## src/rtl/sw_switcher_pkg.sv

```systemverilog
`default_nettype none
// ============================================================================
//  Module      : sw_switcher_pkg
//  Description : Shared constants, state encoding and event-framing helpers
//                for the software switcher stages.
//  Revision    : 1.0 - initial release
// ============================================================================
package sw_switcher_pkg;

    // Default word width; the top bit marks metadata words.
    localparam int unsigned c_DATA_WIDTH = 65;
    localparam int unsigned c_META_BIT   = c_DATA_WIDTH - 1;

    // Tag byte (just below the metadata flag) identifying an event footer.
    localparam logic [7:0] c_EVT_FOOTER_BYTE = 8'hCD;

    typedef enum logic [0:0] {
        IDLE = 1'b0,
        XFER = 1'b1
    } arb_state_t;

    // A footer is a flagged word carrying the footer tag; flagged headers
    // and unflagged words with the same byte are ordinary payload.
    function automatic logic is_footer(input logic [c_DATA_WIDTH-1:0] word);
        return word[c_META_BIT] && (word[c_META_BIT-1 -: 8] == c_EVT_FOOTER_BYTE);
    endfunction

endpackage
`default_nettype wire

```

## src/rtl/rr_arbiter.sv

```systemverilog
`default_nettype none
// ============================================================================
//  Module      : rr_arbiter
//  Description : Combinational round-robin picker. Returns the first active
//                request searching upward from i_ptr+1, wrapping to 0.
//  Revision    : 1.0 - initial release
// ============================================================================
module rr_arbiter #(
    parameter int unsigned NUM_REQ = 2,
    parameter int unsigned IDX_W   = (NUM_REQ > 1) ? $clog2(NUM_REQ) : 1
) (
    input  logic [NUM_REQ-1:0] i_req,
    input  logic [IDX_W-1:0]   i_ptr,
    output logic [NUM_REQ-1:0] o_gnt,
    output logic [IDX_W-1:0]   o_gnt_idx,
    output logic               o_gnt_valid
);

    // Two descending passes: the lowest index at or below the pointer is the
    // fallback, then the lowest index above the pointer overrides it.
    always_comb begin
        o_gnt_idx   = '0;
        o_gnt_valid = 1'b0;
        for (int i = int'(NUM_REQ) - 1; i >= 0; i--) begin
            if (i_req[i] && (IDX_W'(i) <= i_ptr)) begin
                o_gnt_idx   = IDX_W'(i);
                o_gnt_valid = 1'b1;
            end
        end
        for (int i = int'(NUM_REQ) - 1; i >= 0; i--) begin
            if (i_req[i] && (IDX_W'(i) > i_ptr)) begin
                o_gnt_idx   = IDX_W'(i);
                o_gnt_valid = 1'b1;
            end
        end
        o_gnt = o_gnt_valid ? (NUM_REQ'(1) << o_gnt_idx) : '0;
    end

endmodule
`default_nettype wire

```

## src/rtl/sw_event_arbiter.sv

```systemverilog
`default_nettype none
// ============================================================================
//  Module      : sw_event_arbiter
//  Description : Event-granular N:1 round-robin arbiter. Owns one input
//                buffer from grant until its footer is popped and forwards
//                every popped word one cycle later to the output buffer.
//  Revision    : 1.0 - initial release
// ============================================================================
module sw_event_arbiter
    import sw_switcher_pkg::*;
#(
    parameter int unsigned DATA_WIDTH      = c_DATA_WIDTH,
    parameter int unsigned TOTAL_INPUTS    = 2,
    parameter int unsigned MAX_EVENT_WORDS = 4096,
    parameter int unsigned CNT_WIDTH       = 32,
    localparam int unsigned c_IDX_W        = (TOTAL_INPUTS > 1) ? $clog2(TOTAL_INPUTS) : 1
) (
    input  logic                               clock,
    input  logic                               reset_n,
    input  logic [TOTAL_INPUTS*DATA_WIDTH-1:0] in_data,
    input  logic [TOTAL_INPUTS-1:0]            in_empty,
    output logic [TOTAL_INPUTS-1:0]            in_ren,
    output logic [DATA_WIDTH-1:0]              out_data,
    output logic                               out_we,
    input  logic                               out_almost_full,
    output logic                               grant_valid,
    output logic [c_IDX_W-1:0]                 grant_idx,
    output logic [CNT_WIDTH-1:0]               evt_count,
    output logic                               err_watchdog
);

    localparam int unsigned       c_WCNT_W   = $clog2(MAX_EVENT_WORDS + 1);
    localparam logic [c_WCNT_W-1:0] c_WD_LIMIT = c_WCNT_W'(MAX_EVENT_WORDS);
    localparam logic [c_WCNT_W-1:0] c_WD_LAST  = c_WCNT_W'(MAX_EVENT_WORDS - 1);

    arb_state_t               r_state;
    logic [c_IDX_W-1:0]       r_ptr;
    logic [c_IDX_W-1:0]       r_grant_idx;
    logic [TOTAL_INPUTS-1:0]  r_grant_oh;
    logic                     r_grant_valid;
    logic [c_WCNT_W-1:0]      r_word_cnt;
    logic [DATA_WIDTH-1:0]    r_out_data;
    logic                     r_out_we;
    logic [CNT_WIDTH-1:0]     r_evt_count;
    logic                     r_err_watchdog;

    logic [DATA_WIDTH-1:0]    w_in_word [TOTAL_INPUTS];
    logic [DATA_WIDTH-1:0]    w_head;
    logic                     w_head_empty;
    logic                     w_footer;
    logic                     w_pop;
    logic [TOTAL_INPUTS-1:0]  w_arb_gnt;
    logic [c_IDX_W-1:0]       w_arb_idx;
    logic                     w_arb_valid;

    // Unpack the flat head-of-buffer bus into one word per input.
    for (genvar gi = 0; gi < TOTAL_INPUTS; gi++) begin : g_in_word
        assign w_in_word[gi] = in_data[gi*DATA_WIDTH +: DATA_WIDTH];
    end

    assign w_head       = w_in_word[r_grant_idx];
    assign w_head_empty = |(in_empty & r_grant_oh);

    // Footer decode: reuse the package helper at the native width, otherwise
    // decode the same fields at the configured width.
    if (DATA_WIDTH == c_DATA_WIDTH) begin : g_footer_pkg
        assign w_footer = is_footer(w_head);
    end else begin : g_footer_generic
        assign w_footer = w_head[DATA_WIDTH-1] &&
                          (w_head[DATA_WIDTH-2 -: 8] == c_EVT_FOOTER_BYTE);
    end

    // Pops only happen for the owning input, only while it has data and the
    // output buffer still has room beyond the word already in flight.
    assign w_pop  = (r_state == XFER) && !w_head_empty && !out_almost_full;
    assign in_ren = w_pop ? r_grant_oh : '0;

    rr_arbiter #(
        .NUM_REQ (TOTAL_INPUTS),
        .IDX_W   (c_IDX_W)
    ) u_rr_arbiter (
        .i_req       (~in_empty),
        .i_ptr       (r_ptr),
        .o_gnt       (w_arb_gnt),
        .o_gnt_idx   (w_arb_idx),
        .o_gnt_valid (w_arb_valid)
    );

    // Grant FSM, output register, event counter and watchdog.
    always_ff @(posedge clock or negedge reset_n) begin
        if (!reset_n) begin
            r_state        <= IDLE;
            r_ptr          <= c_IDX_W'(TOTAL_INPUTS - 1);
            r_grant_idx    <= '0;
            r_grant_oh     <= '0;
            r_grant_valid  <= 1'b0;
            r_word_cnt     <= '0;
            r_out_data     <= '0;
            r_out_we       <= 1'b0;
            r_evt_count    <= '0;
            r_err_watchdog <= 1'b0;
        end else begin
            r_out_we <= w_pop;
            if (w_pop) begin
                r_out_data <= w_head;
            end
            case (r_state)
                IDLE: begin
                    if (w_arb_valid) begin
                        r_grant_idx   <= w_arb_idx;
                        r_grant_oh    <= w_arb_gnt;
                        r_grant_valid <= 1'b1;
                        r_ptr         <= w_arb_idx;
                        r_word_cnt    <= '0;
                        r_state       <= XFER;
                    end
                end
                XFER: begin
                    if (w_pop) begin
                        if (r_word_cnt != c_WD_LIMIT) begin
                            r_word_cnt <= r_word_cnt + c_WCNT_W'(1);
                        end
                        if (!w_footer && (r_word_cnt >= c_WD_LAST)) begin
                            r_err_watchdog <= 1'b1;
                        end
                        if (w_footer) begin
                            r_state       <= IDLE;
                            r_grant_valid <= 1'b0;
                            r_evt_count   <= r_evt_count + CNT_WIDTH'(1);
                        end
                    end
                end
                default: r_state <= IDLE;
            endcase
        end
    end

    assign out_data     = r_out_data;
    assign out_we       = r_out_we;
    assign grant_valid  = r_grant_valid;
    assign grant_idx    = r_grant_idx;
    assign evt_count    = r_evt_count;
    assign err_watchdog = r_err_watchdog;

endmodule
`default_nettype wire

```

## config.mk

```make
export PLATFORM = sky130hd
export DESIGN_NAME = sw_event_arbiter
export DESIGN_NICKNAME = d
export VERILOG_FILES = /design/src/rtl/sw_switcher_pkg.sv /design/src/rtl/rr_arbiter.sv /design/src/rtl/sw_event_arbiter.sv
export SDC_FILE = /design/constraint.sdc
export NUM_CORES = 1
export LEC_CHECK = 0
export ABC_CLOCK_PERIOD_IN_PS = 2200
export BUFFER_PORTS_ARGS = -buffer_cell sky130_fd_sc_hd__buf_2
export CAP_MARGIN = 20
export CELL_PAD_IN_SITES_DETAIL_PLACEMENT = 0
export CELL_PAD_IN_SITES_GLOBAL_PLACEMENT = 1
export CORE_MARGIN = 2
export CORE_UTILIZATION = 37
export CTS_BUF_LIST = sky130_fd_sc_hd__clkbuf_8
export DETAILED_ROUTE_END_ITERATION = 7
export GPL_TIMING_DRIVEN = 0
export MAX_ROUTING_LAYER = met4
export PLACE_DENSITY = 0.9
export SYNTH_ARGS = -nofsm -noshare
export SYNTH_HDL_FRONTEND = slang
export SYNTH_SLANG_ARGS = --single-unit
```

## constraint.sdc

```tcl
create_clock -name clock -period 2.2 [get_ports clock]
set_input_delay 0.33 -clock clock [delete_from_list [all_inputs] [get_ports clock]]
set_output_delay 0.33 -clock clock [all_outputs]
set_load 0.03 [all_outputs]
```

# ---- Yosys cells after proc, flatten, opt, wreduce, memory -nomap -nowiden
# Index checks and enable logic that the tools add are counted.
dict set report op_classes {
  shifts 1
  order_cmp 6
  eq_ne 6
  n_mux 23
  n_bitwise 4
  reduce_logical 17
  n_addsub 2
}
# op count
set op_table {}
lappend op_table {{two-way mux 65 bit} 3}
lappend op_table {{two-way mux 13 bit} 3}
lappend op_table {{adder 32 x 1 -> 32 bit (second input constant)} 1}
lappend op_table {{one-hot mux 13 bit (2 select lines)} 1}
lappend op_table {{adder 13 x 1 -> 13 bit (second input constant)} 1}
lappend op_table {{>= comparator 13 x 12 -> 1 bit (second input constant)} 1}
lappend op_table {{two-way mux 1 bit} 13}
lappend op_table {{inequality test 13 bit (second input constant)} 1}
lappend op_table {{AND reduction 3 bit} 4}
lappend op_table {{equality test 8 bit (second input constant)} 1}
lappend op_table {{logical AND 1 bit} 8}
lappend op_table {{inequality test 2 x 1 -> 1 bit (second input constant)} 4}
lappend op_table {{one-hot mux 1 bit (2 select lines)} 2}
lappend op_table {{zero test 1 bit} 3}
lappend op_table {{bitwise AND 2 bit} 1}
lappend op_table {{>= comparator 2 bit (second input constant)} 1}
lappend op_table {{greater-than comparator 1 bit (first input constant)} 2}
lappend op_table {{less-or-equal comparator 1 bit (first input constant)} 2}
lappend op_table {{two-way mux 2 bit} 1}
lappend op_table {{inverter 1 -> 2 bit} 1}
lappend op_table {{inverter 2 bit} 1}
lappend op_table {{AND reduction 2 bit} 1}
lappend op_table {{OR reduction 2 bit} 1}
lappend op_table {{<< shifter 1 x 1 -> 2 bit (first input constant)} 1}
lappend op_table {{inverter 1 bit} 1}
dict set report totals {
  output_inout_bits 103
  input_bits 135
  register_bits 118
}

# ---- Longest topological paths before layout
dict set report logic_depth {
  depth_word 9
  mapped_depth 7
  ltp_nobuf 7
}

# ---- By module
# Synthesis repeated with hierarchy kept, for this count alone.
dict set report hier_totals {
  hier_cells 553
  area_unflattened_um2 5586.6
}
# module instances area_per_inst_um2 cells_per_inst
set by_module_without_submodules {}
lappend by_module_without_submodules {sw_event_arbiter 1 5554.1 548}
lappend by_module_without_submodules {rr_arbiter 1 32.5 5}

# ---- Worst setup path before layout
# Ideal clock, no wire load.
dict set report synth_timing {
  path_type {register to output}
  startpoint {reg grant_idx (netlist name)}
  endpoint {out in_ren[0]}
  setup_slack_ps 57
  stages_incl_launch_ff 7
  t_arrival_ps 1813
  n_path_buf 3
  path_cell_list {dfrtp_1 -> buf_4 -> a21oi_1 -> nand2_1 -> clkbuf_1 -> clkbuf_1 -> nor2_1}
}
# element line
set synth_rtl {}
lappend synth_rtl {{end: declaration} sw_event_arbiter.sv:22} ;# output logic [TOTAL_INPUTS-1:0] in_ren,

==> out/metrics.cfg <==
[detailed_routing]
drtIter0Drc = 226
drt-wirelength-per-cell_um = 16.4
drt_pre_antenna_iters = 4
final_antenna_net_count = 0
drc = 0
detailroute.via_count = 4966
drt_wl_total_mm = 16.3
post_drt_via_cell_ratio = 5.01

[power_and_ir_drop]
design_power_total_mw = 6.11
power.clock.fraction_pct = 35.3
leakagePower_nw = 3.85
p_per_area_mw_per_mm2 = 817
power.share.combinational_pct = 22.7
netSwitchingPower_mw = 1.95
power_switching_share_pct = 31.9
cellInternalPower_mw = 4.16
max-vdd-ir-drop_uv = 361
p_seq_share_pct = 42.0

[timing]
setup_ws_ns = 0.0786
worst_slew_pin_slew_ns = 0.933
finalCritPeriodShare_pct = 96.4
fin_worst_hold_slack_ns = 0.183
slew_headroom_pct = 37.8
rsz_0062_raised_after_global_routing = yes
timing.clock.skew_ns = 0.0130
min_period_ns = 2.12
setup_tns_ns = 0
setup_viol_count_final = 0
clock.fmax_mhz = 471
report.final.slew_viol_count = 0
hold_viol_final = 0

[clock_network]
cts.path.max_buffers = 2
htree_num_levels = 4
cts_buffers = 17
clkLatencyLatePin_ns = 0.44
root_buffer = sky130_fd_sc_hd__clkbuf_8
clk_transition_reported_paths_ns = 0.07
cts_tree = done
cts.sinks = 117

[hold_path]
worstHoldPathType = in -> reg

[synth]
synthesis.nets = 676
async_s_r_ff_share_synth_pct = 100
post-synth-top-count-cell = sky130_fd_sc_hd__dfrtp_1
synthDominantAreaCellType = sky130_fd_sc_hd__dfrtp_1
ys.flop_type = sky130_fd_sc_hd__dfrtp_1
synth_cell_types = 45
ys_seq_area_share_pct = 52.8
netlist_instances = 538
netlist_top_cells_area = sky130_fd_sc_hd__dfrtp_1 (52%), sky130_fd_sc_hd__mux2i_1 (12%), sky130_fd_sc_hd__o21ai_0 (6.6%)
synthDominantCellAreaShare_pct = 52.3
synth.yosys.warnings = 0
ys_ff_latch = 117
synth_enable_flop_cells = 0
syn-cell-area_mm2 = 0.00555
synth.top_cells.by_count = sky130_fd_sc_hd__dfrtp_1 (116), sky130_fd_sc_hd__nand2_1 (87), sky130_fd_sc_hd__o21ai_0 (73), sky130_fd_sc_hd__mux2i_1 (65), sky130_fd_sc_hd__xnor2_1 (25)
synth.avg_cell_area_um2 = 10.3

[layout]
ratio_of_cells_with_drive_above_1_in_the_final_layout_pct = 35.6
largest_reg_flops = 65
area_growth_syn_to_layout_pct = 34.7
final_cells = 992
final_nets = 932

[critical_path]
timing.critical_path.to_type = output pin
critical_path_peak_fanout = 10
type_of_the_worst_setup_path = reg -> out
required_ns = 1.87
critical_path.startpoint_type = register
timing.critical_path.arrival_ns = 1.79

[grt]
maximum_number_of_pins_on_one_net_before_global_route_repair = 65
grt_pass1_vias = 4850
track_usage_pct = 21.4
global_route.overflow_total = 0
first_pass_grt_wire_length_mm = 25.8
number_of_antenna_violations_at_the_first_check_in_global_routing = 2

[floorplanning]
io-pin-count = 238
die_area_mm2 = 0.0160
die_height_um = 126
core_region_area_mm2 = 0.0146
standard_cell_row_count = 44
die_w_um = 126
floorplan.initialDensity_pct = 38.0

[run_status]
run_status = complete, no violations

[placed_design]
gpl.final_weighted_congestion = 0.834
placedCellCount = 958
place_ws_ns = -0.345
detailed_place_hpwl_mm = 12.5
port_buffers = 235

[run]
drv.max_cap_violation_count = 0

==> worst max-delay path, cell delays in order, from the launching register on <==
cell                      delay [ns]
sky130_fd_sc_hd__dfrtp_1        0.35
sky130_fd_sc_hd__buf_4          0.17
sky130_fd_sc_hd__buf_4          0.25
sky130_fd_sc_hd__buf_6          0.21
sky130_fd_sc_hd__and3_1         0.17
sky130_fd_sc_hd__buf_2          0.21
==> final cells by class <==
class | count | area (µm²)
multi-input cells | 382 | 2480
fillers | 1384 | 7110
inverters | 8 | 30.0
repair buffers | 239 | 1240
diodes | 2 | 5.00
clock buffers | 20 | 275
well taps | 184 | 230
flip-flops and latches | 117 | 2930
clock inverters | 11 | 158
plain buffers | 29 | 135
==> cells in the final DEF (no fill, tap or decap), types with 4 or more instances in the layout <==
cell,synthesis,routed
sky130_fd_sc_hd__a21o_1,4,4
sky130_fd_sc_hd__and3_1,5,5
sky130_fd_sc_hd__and4_1,6,6
sky130_fd_sc_hd__buf_2,4,236
sky130_fd_sc_hd__buf_4,1,4
sky130_fd_sc_hd__bufinv_16,0,4
sky130_fd_sc_hd__clkbuf_1,21,19
sky130_fd_sc_hd__clkbuf_8,0,20
sky130_fd_sc_hd__dfrtp_1,116,116
sky130_fd_sc_hd__inv_1,8,10
sky130_fd_sc_hd__mux2i_1,65,65
sky130_fd_sc_hd__nand2_1,87,86
sky130_fd_sc_hd__nand3_1,21,21
sky130_fd_sc_hd__nand4_1,17,17
sky130_fd_sc_hd__nor2_1,16,16
sky130_fd_sc_hd__nor3_1,6,6
sky130_fd_sc_hd__nor4_2,4,4
sky130_fd_sc_hd__o21ai_0,73,73
sky130_fd_sc_hd__xnor2_1,25,25
sky130_fd_sc_hd__xor2_1,13,13
==> power groups by stage <==
stage / combinational, mW / sequential, mW / clock [mW]
after floorplan: 0.416 / 3.02 / 0
after global placement: 1.37 / 2.59 / 0
after detailed placement: 1.40 / 2.61 / 0
after CTS: 1.40 / 2.57 / 2.20
after global routing: 1.50 / 2.60 / 2.31
final: 1.39 / 2.56 / 2.16
==> cell families after synthesis <==
kind of cell | after synthesis | synth area share, %
AO/OA/AOI/OAI | 98 | 9.92
adder cells (fa/ha/maj) | 3 | 0.677
AND/OR/NAND/NOR | 177 | 15.8
XOR/XNOR | 38 | 6.00
multiplexers | 66 | 11.9
buffers and inverters | 39 | 2.93
flip-flops | 117 | 52.8
==> metal layers <==
layer / wire [µm] / global-route usage [%] / vias up / share of wire (%)
met1: 6740 / 25.0 / 2351 / 41
met5: 0 / - / - / 0
met3: 1120 / 6.33 / 29 / 6.9
li1: - / - / 2406 / -
met2: 8080 / 34.9 / 180 / 49
met4: 380 / 8.02 / 0 / 2.3
==> metrics by stage <==
step | utilization [%] | cell area, µm²
2_1_floorplan | - | 5550
3_3_place_gp | 47.7 | 6960
3_5_place_dp | 47.9 | 6990
4_1_cts | 51.0 | 7440
5_1_grt | 51.2 | 7480
6_report | 51.2 | 7480
==> final timing paths <==
path                                   start            end  slack (ns)  cells after the start
min in group asynchronous            reset_n   evt_count[4]        0.39                      2
worst min-delay path             in_data[11]   out_data[11]        0.18                      3
worst max-delay path               grant_idx      in_ren[1]        0.08                      5
worst max register to register     grant_idx  evt_count[28]        0.18                      7
worst min register to register  err_watchdog   err_watchdog        0.47                      1
max in group asynchronous            reset_n          r_ptr        1.07                      3
==> timing repair <==
item                                   in CTS  in global routing
buffers inserted                            0                  2
pin swaps                                   0                  3
setup endpoints to repair                   2                 18
resized for setup                           6                  4
endpoints found under the hold margin      53                  0
hold buffers                                1                  0
(Power assumes the default switching activity.)
